### src/rtl/keyed_lut_pkg.sv
// Shared types for the keyed lookup table: entry layout, index type, zero data word.
package keyed_lut_pkg;

  localparam int unsigned NrKeyDef   = 4;
  localparam int unsigned KeyLenDef  = 7;
  localparam int unsigned DataLenDef = 32;
  localparam int unsigned IdxLenDef  = $clog2(NrKeyDef);

  typedef logic [KeyLenDef-1:0]  key_t;
  typedef logic [DataLenDef-1:0] data_t;
  typedef logic [IdxLenDef-1:0]  idx_t;

  typedef struct packed {
    logic  valid;
    key_t  key;
    data_t data;
  } entry_t;

  localparam data_t ZeroData = '0;

endpackage

### src/rtl/keyed_lut_prio_enc.sv
// Lowest-index-first priority encoder over the per-entry hit vector.
module keyed_lut_prio_enc #(
  parameter int unsigned  NR_KEY  = 4,
  localparam int unsigned IDX_LEN = $clog2(NR_KEY)
) (
  input  logic [NR_KEY-1:0]  hit_i,
  output logic               any_hit_o,
  output logic [IDX_LEN-1:0] idx_o,
  output logic               multi_o
);

  // Scan from the top down so the lowest set bit is the last one to win.
  always_comb begin
    idx_o = '0;
    for (int i = NR_KEY - 1; i >= 0; i--) begin
      if (hit_i[i]) idx_o = IDX_LEN'(i);
    end
  end

  assign any_hit_o = |hit_i;
  // Clearing the lowest set bit leaves something only if two or more bits were set.
  assign multi_o   = |(hit_i & (hit_i - NR_KEY'(1)));

endmodule

### src/rtl/keyed_lut_table.sv
// Runtime-programmable key->data lookup table with a registered valid/ready response.
// Optional build macro KEYED_LUT_MULTIHIT_EN adds rsp_multi_o (>=2 valid entries matched).
module keyed_lut_table
  import keyed_lut_pkg::*;
#(
  parameter int unsigned  NR_KEY      = NrKeyDef,
  parameter int unsigned  KEY_LEN     = KeyLenDef,
  parameter int unsigned  DATA_LEN    = DataLenDef,
  parameter int unsigned  HAS_DEFAULT = 0,
  localparam int unsigned IDX_LEN     = $clog2(NR_KEY)
) (
  input  logic                clk_i,
  input  logic                rst_ni,
  input  logic                wr_en_i,
  input  logic [IDX_LEN-1:0]  wr_idx_i,
  input  logic [KEY_LEN-1:0]  wr_key_i,
  input  logic [DATA_LEN-1:0] wr_data_i,
  input  logic                wr_valid_i,
  input  logic                flush_i,
  input  logic [DATA_LEN-1:0] default_i,
  input  logic                req_valid_i,
  output logic                req_ready_o,
  input  logic [KEY_LEN-1:0]  req_key_i,
  output logic                rsp_valid_o,
  input  logic                rsp_ready_i,
  output logic [DATA_LEN-1:0] rsp_data_o,
  output logic                rsp_hit_o,
  output logic [IDX_LEN-1:0]  rsp_idx_o
`ifdef KEYED_LUT_MULTIHIT_EN
  ,
  output logic                rsp_multi_o
`endif
);

  // Entry layout comes from the package, so the widths must track it.
  if (NR_KEY != NrKeyDef || KEY_LEN != KeyLenDef || DATA_LEN != DataLenDef) begin : g_cfg_check
    $error("keyed_lut_table widths must match keyed_lut_pkg");
  end

  logic [NR_KEY-1:0]   valid_q, valid_d;
  logic [KEY_LEN-1:0]  key_q  [NR_KEY];
  logic [DATA_LEN-1:0] data_q [NR_KEY];

  entry_t wr_entry;
  logic   wr_fire;

  assign wr_entry = '{valid: wr_valid_i, key: wr_key_i, data: wr_data_i};
  assign wr_fire  = wr_en_i && (32'(wr_idx_i) < NR_KEY);

  // Next valid bits: flush clears all, a same-cycle write overrides its own entry.
  always_comb begin
    valid_d = valid_q;
    if (flush_i) valid_d = '0;
    if (wr_fire) valid_d[wr_idx_i] = wr_entry.valid;
  end

  // Valid bits are the only table state that needs reset.
  always_ff @(posedge clk_i or negedge rst_ni) begin
    if (!rst_ni) valid_q <= '0;
    else         valid_q <= valid_d;
  end

  // Key/data payload storage, deliberately left unreset.
  always_ff @(posedge clk_i) begin
    if (wr_fire) begin
      key_q[wr_idx_i]  <= wr_entry.key;
      data_q[wr_idx_i] <= wr_entry.data;
    end
  end

  logic [NR_KEY-1:0] hit_vec;
  logic              any_hit;
  idx_t              hit_idx;
  logic              hit_multi;

  // Compare against registered contents, so same-cycle writes are not yet visible.
  always_comb begin
    hit_vec = '0;
    for (int i = 0; i < NR_KEY; i++) begin
      hit_vec[i] = valid_q[i] && (key_q[i] == req_key_i);
    end
  end

  keyed_lut_prio_enc #(
    .NR_KEY (NR_KEY)
  ) u_prio_enc (
    .hit_i     (hit_vec),
    .any_hit_o (any_hit),
    .idx_o     (hit_idx),
    .multi_o   (hit_multi)
  );

  data_t lookup_data;
  logic  req_fire;

  assign lookup_data = any_hit ? data_q[hit_idx] :
                       ((HAS_DEFAULT != 0) ? default_i : ZeroData);
  assign req_ready_o = !rsp_valid_o || rsp_ready_i;
  assign req_fire    = req_valid_i && req_ready_o;

  logic  rsp_valid_q;
  data_t rsp_data_q;
  logic  rsp_hit_q;
  idx_t  rsp_idx_q;

  // Single response register: load on accept, drop valid on a handshake with no refill.
  always_ff @(posedge clk_i or negedge rst_ni) begin
    if (!rst_ni) begin
      rsp_valid_q <= 1'b0;
      rsp_data_q  <= '0;
      rsp_hit_q   <= 1'b0;
      rsp_idx_q   <= '0;
    end else if (req_fire) begin
      rsp_valid_q <= 1'b1;
      rsp_data_q  <= lookup_data;
      rsp_hit_q   <= any_hit;
      rsp_idx_q   <= any_hit ? hit_idx : '0;
    end else if (rsp_ready_i) begin
      rsp_valid_q <= 1'b0;
    end
  end

  assign rsp_valid_o = rsp_valid_q;
  assign rsp_data_o  = rsp_data_q;
  assign rsp_hit_o   = rsp_hit_q;
  assign rsp_idx_o   = rsp_idx_q;

`ifdef KEYED_LUT_MULTIHIT_EN
  logic rsp_multi_q;

  // Multi-hit flag travels with the response it describes.
  always_ff @(posedge clk_i or negedge rst_ni) begin
    if (!rst_ni)       rsp_multi_q <= 1'b0;
    else if (req_fire) rsp_multi_q <= hit_multi;
  end

  assign rsp_multi_o = rsp_multi_q;
`else
  logic unused_multi;
  assign unused_multi = hit_multi;
`endif

endmodule

### config.mk
export PLATFORM = sky130hd
export DESIGN_NAME = keyed_lut_table
export DESIGN_NICKNAME = d
export VERILOG_FILES = /design/src/rtl/keyed_lut_pkg.sv /design/src/rtl/keyed_lut_prio_enc.sv /design/src/rtl/keyed_lut_table.sv
export SDC_FILE = /design/constraint.sdc
export NUM_CORES = 1
export LEC_CHECK = 0
export ABC_AREA = 1
export CORE_ASPECT_RATIO = 1.75
export CORE_MARGIN = 1
export CORE_UTILIZATION = 40
export DETAILED_ROUTE_END_ITERATION = 16
export GPL_TIMING_DRIVEN = 0
export PLACE_DENSITY = 0.72
export SYNTH_ARGS = -nofsm -noshare
export SYNTH_HDL_FRONTEND = slang
export SYNTH_SLANG_ARGS = --single-unit
### constraint.sdc
create_clock -name clk_i -period 1.7 [get_ports clk_i]
set_input_delay 0.34 -clock clk_i [delete_from_list [all_inputs] [get_ports clk_i]]
set_output_delay 0.34 -clock clk_i [all_outputs]
set_load 0.005 [all_outputs]
==> key figures, run 1 <==
Route
  – Routed wire length per instance: 18.4 um
  – Drt first-iter violations: 427
  – Wirelength, routed: 19600 um
  – Average via count per standard cell: 5.20
  – DR pass1 iterations: 5
  – DRT antenna net count: 0
  – DRC errors left: 0
  – Vias: 5550

Yosys
  – Ys flop type: edfxtp_1
  – Top cells by count, synth: nand2_1 (197), nand3_1 (169), edfxtp_1 (156), dfrtp_1 (40), inv_1 (32)
  – Cell count after synthesis: 674
  – Sequential area share after synthesis: 0.721
  – Yosys reg bits: 196
  – Avg Cell Area, Syn: 11.7 um2
  – Area leader, netlist: edfxtp_1
  – FFs w/ async S/R, synth: 0.204
  – Synth top area share: 0.594
  – Mapped Nets: 761
  – Largest cells by area after synthesis: edfxtp_1 (59%), dfrtp_1 (13%), nand3_1 (11%)
  – EDFF count, synth: 156
  – Top-count cell post-synth: nand2_1
  – Syn. warnings: 0
  – Netlist Area Pre-Place: 7890 um2
  – Yosys cell types: 26

Final layout
  – # diodes: 0
  – Area growth, synth to finish: 38.4%
  – Total Nets Final: 901
  – Layout fillers: 1447
  – Final Cell Area: 10900 um2
  – Final Util: 0.568
  – Share of layout cells above drive strength 1: 0.270

Flow run
  – Max Cap Viol: 0

GRT
  – Initial antenna violation count: 0
  – Gr usage total: 0.193
  – Vias in the first global route: 5506
  – First-pass GRT wire length: 28700 um
  – Largest net degree at the start of global routing: 35
  – Global route overflow: 0

Worst setup path
  – CP cell instances: nand2_1 -> nand2_1 -> nor2_1 -> nand2_1 -> nor2_4 -> nand2_2 -> nand2_4 -> nand2_4 -> buf_12 -> buf_12 -> nand2_1 -> nand3_1 -> nand3_2 -> nand2_1
  – Critical path endpoint category: register
  – Top Family by Delay on Critical Path: simple AND/OR/NAND/NOR gates
  – Slowest CP cell: edfxtp_1
  – Largest incremental delay on the critical path: 400 ps
  – R2R setup slack: -180 ps
  – CP max FO: 10
  – Buf+Inv Stages, Crit Path: 2
  – Critical Setup Path Class: register to register
  – Critical Path RT: 2030 ps
  – CP arrival: 2200 ps
  – Most frequent CP cell: nand2_1
  – CP Launch Type: register

Pwr
  – Power Dens Cells: 918 nW/um2
  – Pleak: 4.38 nW
  – Peak VDD IR: 719 uV
  – Power, Total: 10.0 mW

STA
  – Clk_skew: 8.26 ps
  – Share of the cycle needed by the critical path after routing: 1.11
  – RSZ-0062 raised after global routing: true
  – Hold slack: 378 ps
  – Max Fclk: 532 MHz
  – Relative slew slack: 0.627
  – Setup TNS: -4320 ps
  – Final setup margin: -179 ps
  – Max-slew violation count: 0
  – Hold Fails Final Rpt: 0
  – Final setup vio count: 34
  – Worst-Margin Slew: 559 ps
  – Post-layout minimum cycle time: 1880 ps

Clock network
  – Bufs on Longest Clock Path: 2
  – Worst-path clk slew: 70 ps
  – CTS tree: done
  – Clock tree sinks: 196
  – H-tree levels: 4
  – CTS Buf Count: 17
  – Latest clock arrival within the worst-skew pair: 430 ps
  – Clk Tree Root Cell: clkbuf_16

Run status
  – Status: finished, violations left
  – Failing checks: negative setup slack

Floorplan
  – Rows: 67
  – Die Y: 188 um
  – I/O pin cnt: 124
  – Die span in x: 108 um
  – Die area: 20300 um2
  – Starting Density: 0.411
  – Core Region: 19200 um2

Min path
  – Worst hold path class: primary input to async pin

Place
  – Port Buffer Count: 91
  – Dpl hpwl: 12000 um
  – Placed Area: 9290 um2
  – GPL Wtd Cong: 0.829
==> layout by cell type (no fill, tap or decap), types with 4 or more instances in the layout <==
master,instances
buf_16,5
buf_8,6
dfrtp_1,40
nand2_2,38
inv_6,4
buf_6,13
nand3_2,63
nand3_1,106
edfxtp_1,156
o21ai_1,5
nand2_1,153
inv_1,29
nor2_1,6
clkbuf_16,22
buf_12,13
dlygate4sd2_1,8
inv_2,7
nand2_4,9
clkdlybuf4s50_1,79
buf_4,16
nor2_2,4
==> power by group <==
group / switching [mW] / internal (mW)
combinational: 0.333 / 0.265
clock: 1.80 / 2.14
sequential: 0.0709 / 5.40
==> through the flow <==
stage,cells,setup WS (ps)
final,1068,-179
after global routing,1068,-329
after CTS,1052,-157
after detailed placement,1013,-949
after global placement,1006,-1410
after floorplan,674,-160
==> what timing repair did <==
item / CTS / global route
cloned: 2 / 5
gates resized for setup: 57 / 149
buffers inserted: 4 / 11
pin swaps: 11 / 37
setup endpoints to repair: 82 / 38
hold buffers: 1 / 0
hold endpoints to repair: 15 / 0
==> sequential cells by signal, indices dropped and copies added (netlist names) <==
name / flops
key_q: 28
rsp_valid_o: 1
rsp_data_o: 32
valid_q: 4
rsp_hit_o: 1
rsp_idx_o: 2
data_q: 128
==> worst register-to-register path, stage by stage (launching register included) <==
cell      delay [ps]
edfxtp_1         400
nand2_1          100
nand2_1           60
nor2_1            90
nand2_1          110
nor2_4           140
nand2_2           80
nand2_4          100
nand2_4           70
buf_12           170
buf_12           150
nand2_1           70
nand3_1          100
nand3_2           80
nand2_1           50
==> final timing paths <==
check | startpoint | cells past startpoint | endpoint
max in group asynchronous | rst_ni | 3 | valid_q[2]$_DFF_PN0_
hold / removal | rst_ni | 2 | rsp_data_o[12]$_DFFE_PN0P_
min in group clk_i | rsp_data_o[10]$_DFFE_PN0P_ | 2 | rsp_data_o[10]$_DFFE_PN0P_
setup reg to reg | key_q[3][5]$_DFFE_PP_ | 14 | rsp_data_o[13]$_DFFE_PN0P_
setup / recovery | key_q[3][5]$_DFFE_PP_ | 14 | rsp_data_o[13]$_DFFE_PN0P_
hold reg to reg | rsp_data_o[10]$_DFFE_PN0P_ | 2 | rsp_data_o[10]$_DFFE_PN0P_
==> routing by layer <==
metal | up-vias | global-route usage | routed length (um)
met4 | 0 | 0.112 | 683
met2 | 200 | 0.347 | 11200
li1 | 2615 | - | -
met5 | - | 0 | 0
met3 | 39 | 0.0414 | 962
met1 | 2696 | 0.202 | 6810
==> final cells by class <==
class / instances / area, um2 / area share
timing repair buffer: 121 / 1390 / 0.127
sequential: 196 / 5690 / 0.521
clock inverter: 14 / 138 / 0.0126
clock buffer: 18 / 450 / 0.0413
multi-input combinational: 408 / 2380 / 0.218
buffer: 34 / 433 / 0.0397
inverter: 36 / 135 / 0.0124
tap: 241 / 302 / 0.0276
==> cells by family after synthesis <==
logic type | count (synthesis) | synth area share
flip-flops | 196 | 0.721
AO/OA/AOI/OAI | 16 | 0.0125
XOR/XNOR | 4 | 0.00444
AND/OR/NAND/NOR | 388 | 0.214
buffers and inverters | 70 | 0.0479
No activity file was read; power rests on OpenSTA's default activity.
==> inputs of run 2 (changes only) <==
DONT_BUFFER_PORTS = 1   (was unset)
PLACE_DENSITY = 0.64   (was 0.72)
SETUP_SLACK_MARGIN = 0.05   (was unset)
==> key figures, run 2 (synthesis gave the netlist of run 1 again) <==
Final layout
  – Max FFs per register: 128 (unchanged)
  – Most common cell after layout, fill and taps aside: nand2_1
  – # diodes: 0 (unchanged)
  – Final cell count without fillers: 1013 (-5.1%)
  – Total Nets Final: 846 (-6.1%)
  – Share of layout cells above drive strength 1: 0.240 (-0.0300)
  – Most frequent cells in the layout: nand2_1 (163), edfxtp_1 (156), nand3_1 (130)
  – Area growth, synth to finish: 29.3%
  – Biggest register: data_q

STA
  – RSZ-0062 raised after global routing: true
  – Hold Fails Final Rpt: 0 (unchanged)
  – Share of the cycle needed by the critical path after routing: 1.10 (-0.00846)
  – Post-layout minimum cycle time: 1860 ps (-14.4 ps)
  – Final setup vio count: 33 (-2.9%)
  – Relative slew slack: 0.320 (-0.307)
  – Worst-Margin Slew: 1020 ps (+459 ps)
  – Setup TNS: -4330 ps (-6.65 ps)
  – Max-slew violation count: 0 (unchanged)
  – Max Fclk: 536 MHz (+0.77%)
  – Clk_skew: 16.5 ps (+8.20 ps)
  – Final setup margin: -164 ps (+14.4 ps)

Worst setup path
  – Critical Path RT: 2030 ps (about the same)
  – Largest incremental delay on the critical path: 390 ps (about the same)
  – Critical Setup Path Class: register to register
  – Worst r2r path cells: 12 (-2)
  – Buf+Inv Stages, Crit Path: 2 (unchanged)
  – CP max FO: 5 (-5)
  – R2R setup slack: -160 ps (about the same)
  – CP Launch Type: register
  – CP cell instances: xnor2_1 -> nand3_1 -> nor2_2 -> nand2_2 -> nand2_4 -> nand2_8 -> clkbuf_16 -> buf_12 -> nand2_2 -> nand3_2 -> nand3_1 -> nand2_1
  – Top Family by Delay on Critical Path: simple AND/OR/NAND/NOR gates
  – FF-to-FF End: rsp_data_o[23]$_DFFE_PN0P_
  – Slowest CP cell: edfxtp_1
  – Reg-to-reg startpoint: key_q[1][4]$_DFFE_PP_
  – CP arrival: 2190 ps (about the same)
  – Critical path endpoint category: register

Route
  – DRC errors left: 0 (unchanged)
  – Top layer in use: met4
  – Average via count per standard cell: 5.28 (+1.6%)
  – Drt first-iter violations: 307 (-28%)
  – Routed wl met3: 996 um (+3.5%)
  – DR pass1 iterations: 5 (unchanged)
  – Routed wire length per instance: 19.0 um (+3.4%)
  – Vias: 5348 (-3.6%)
  – Met1 wire length: 6720 um (-1.4%)
  – DRT antenna net count: 0 (unchanged)
  – Met2 wire len: 11000 um (-1.1%)
  – Wirelength, routed: 19200 um (-1.9%)

Clock network
  – H-tree levels: 4 (unchanged)
  – Clock tree sinks: 196 (unchanged)
  – CTS tree: done
  – Bufs on Longest Clock Path: 2 (unchanged)
  – Worst-path clk slew: 70 ps (about the same)
  – Latest clock arrival within the worst-skew pair: 440 ps (about the same)
  – Clk Tree Root Cell: clkbuf_16
  – CTS Buf Count: 17 (unchanged)

Place
  – GPL Wtd Cong: 0.912 (+10%)
  – Port Buffer Count: 0 (-100%)
  – Pre-CTS setup slack: -389 ps (+559 ps)
  – Dpl cells: 920 (-9.2%)
  – Dpl hpwl: 12000 um (-0.56%)

Pwr
  – Clock share of power: 0.409 (+0.015)
  – Register share of total power: 0.543 (-0.003)
  – Pint: 7.84 mW (+0.37%)
  – Power, Total: 10.1 mW (+0.60%)
  – Peak VDD IR: 588 uV (-18%)
  – Power Dens Cells: 988 nW/um2 (+7.7%)
  – Pleak: 4.09 nW (-6.6%)
  – Switching Share: 0.222 (+0.00178)
  – Comb pwr share: 0.049 (-0.011)
  – Switching Power: 2.24 mW (+1.4%)

Min path
  – Hold Crit Endpoint: valid_q[2]$_DFF_PN0_
  – Worst Hold Depth: 2
  – Worst hold path class: primary input to register
  – Min-delay src: wr_valid_i

GRT
  – Initial antenna violation count: 0 (unchanged)
  – First-pass GRT wire length: 28000 um (-2.3%)
  – Global route overflow: 0 (unchanged)
  – Vias in the first global route: 5388 (-2.1%)
  – Largest net degree at the start of global routing: 41 (+17%)
  – Gr usage total: 0.188 (-0.00512)

Run status
  – Failing checks: negative setup slack
  – Status: finished, violations left

Floorplan
  – Starting Density: 0.411 (unchanged)
  – Die span in x: 108 um (unchanged)
  – I/O pin cnt: 124 (unchanged)
  – Rows: 67 (unchanged)
  – Core Region: 19200 um2 (unchanged)
  – Die Y: 188 um (unchanged)
  – Die area: 20300 um2 (unchanged)

Flow run
  – Max Cap Viol: 0 (unchanged)
==> run 2: cell count changes in the layout (fill, tap and decap cells not counted), moves of 4 or more <==
cell / previous run / this run
nand3_2: 63 / 39
clkdlybuf4s50_1: 79 / 0
nand2_2: 38 / 32
nand2_4: 9 / 4
nand3_1: 106 / 130
nand2_1: 153 / 163
dlygate4sd3_1: 1 / 41
dlygate4sd2_1: 8 / 0
buf_12: 13 / 9
==> run 2: worst max path at each step <==
| stage | start | end | slack (ps) | cells after the start |
|---|---|---|---|---|
| after floorplan | wr_en_i | data_q[2][0]$_DFFE_PP_ | -160 | 2 |
| after global placement | wr_en_i | data_q[0][14]$_DFFE_PP_ | -910 | 2 |
| after detailed placement | key_q[0][4]$_DFFE_PP_ | rsp_data_o[8]$_DFFE_PN0P_ | -390 | 8 |
| after CTS | key_q[3][0]$_DFFE_PP_ | rsp_data_o[8]$_DFFE_PN0P_ | -120 | 14 |
| after global routing | key_q[3][4]$_DFFE_PP_ | rsp_data_o[1]$_DFFE_PN0P_ | -270 | 12 |
| final | key_q[1][4]$_DFFE_PP_ | rsp_data_o[23]$_DFFE_PN0P_ | -160 | 12 |
==> run 2: timing repair <==
item,in CTS,in global routing
resized for setup,37,108
pin swaps,8,39
cloned,0,9
hold buffers,42,0
hold endpoints to repair,197,0
setup buffers,3,7
setup endpoints to repair,36,36
==> run 2: power groups by stage <==
| stage | sequential (mW) | clock (mW) | combinational (mW) |
|---|---|---|---|
| 2_1_floorplan | 5.55 | 0 | 0.206 |
| 3_3_place_gp | 5.56 | 0 | 0.274 |
| 3_5_place_dp | 5.56 | 0 | 0.304 |
| 4_1_cts | 5.46 | 4.16 | 0.459 |
| 5_1_grt | 5.48 | 4.35 | 0.540 |
| 6_report | 5.47 | 4.12 | 0.490 |
==> run 2: routing by layer <==
metal	global-route usage	vias up
li1	-	2505
met1	0.193	2645
met3	0.0497	33
met5	0	-
met4	0.0790	0
met2	0.349	165
==> run 2: through the flow <==
| step | instance area (um2) | hold WS, ps | utilization |
|---|---|---|---|
| 2_1_floorplan | 7910 | 44.4 | - |
| 3_3_place_gp | 8210 | 45.8 | 0.428 |
| 3_5_place_dp | 8320 | 46.0 | 0.433 |
| 4_1_cts | 9530 | 19.5 | 0.496 |
| 5_1_grt | 10200 | 26.9 | 0.531 |
| 6_report | 10200 | 28.8 | 0.531 |
==> run 2: cell type report <==
class | instances | area, um2
fill | 1573 | 9000
sequential | 196 | 5690
multi-input combinational | 408 | 2210
timing repair buffer | 66 | 850
clock buffer | 17 | 425
buffer | 34 | 395
tap | 241 | 302
clock inverter | 15 | 190
inverter | 36 | 139
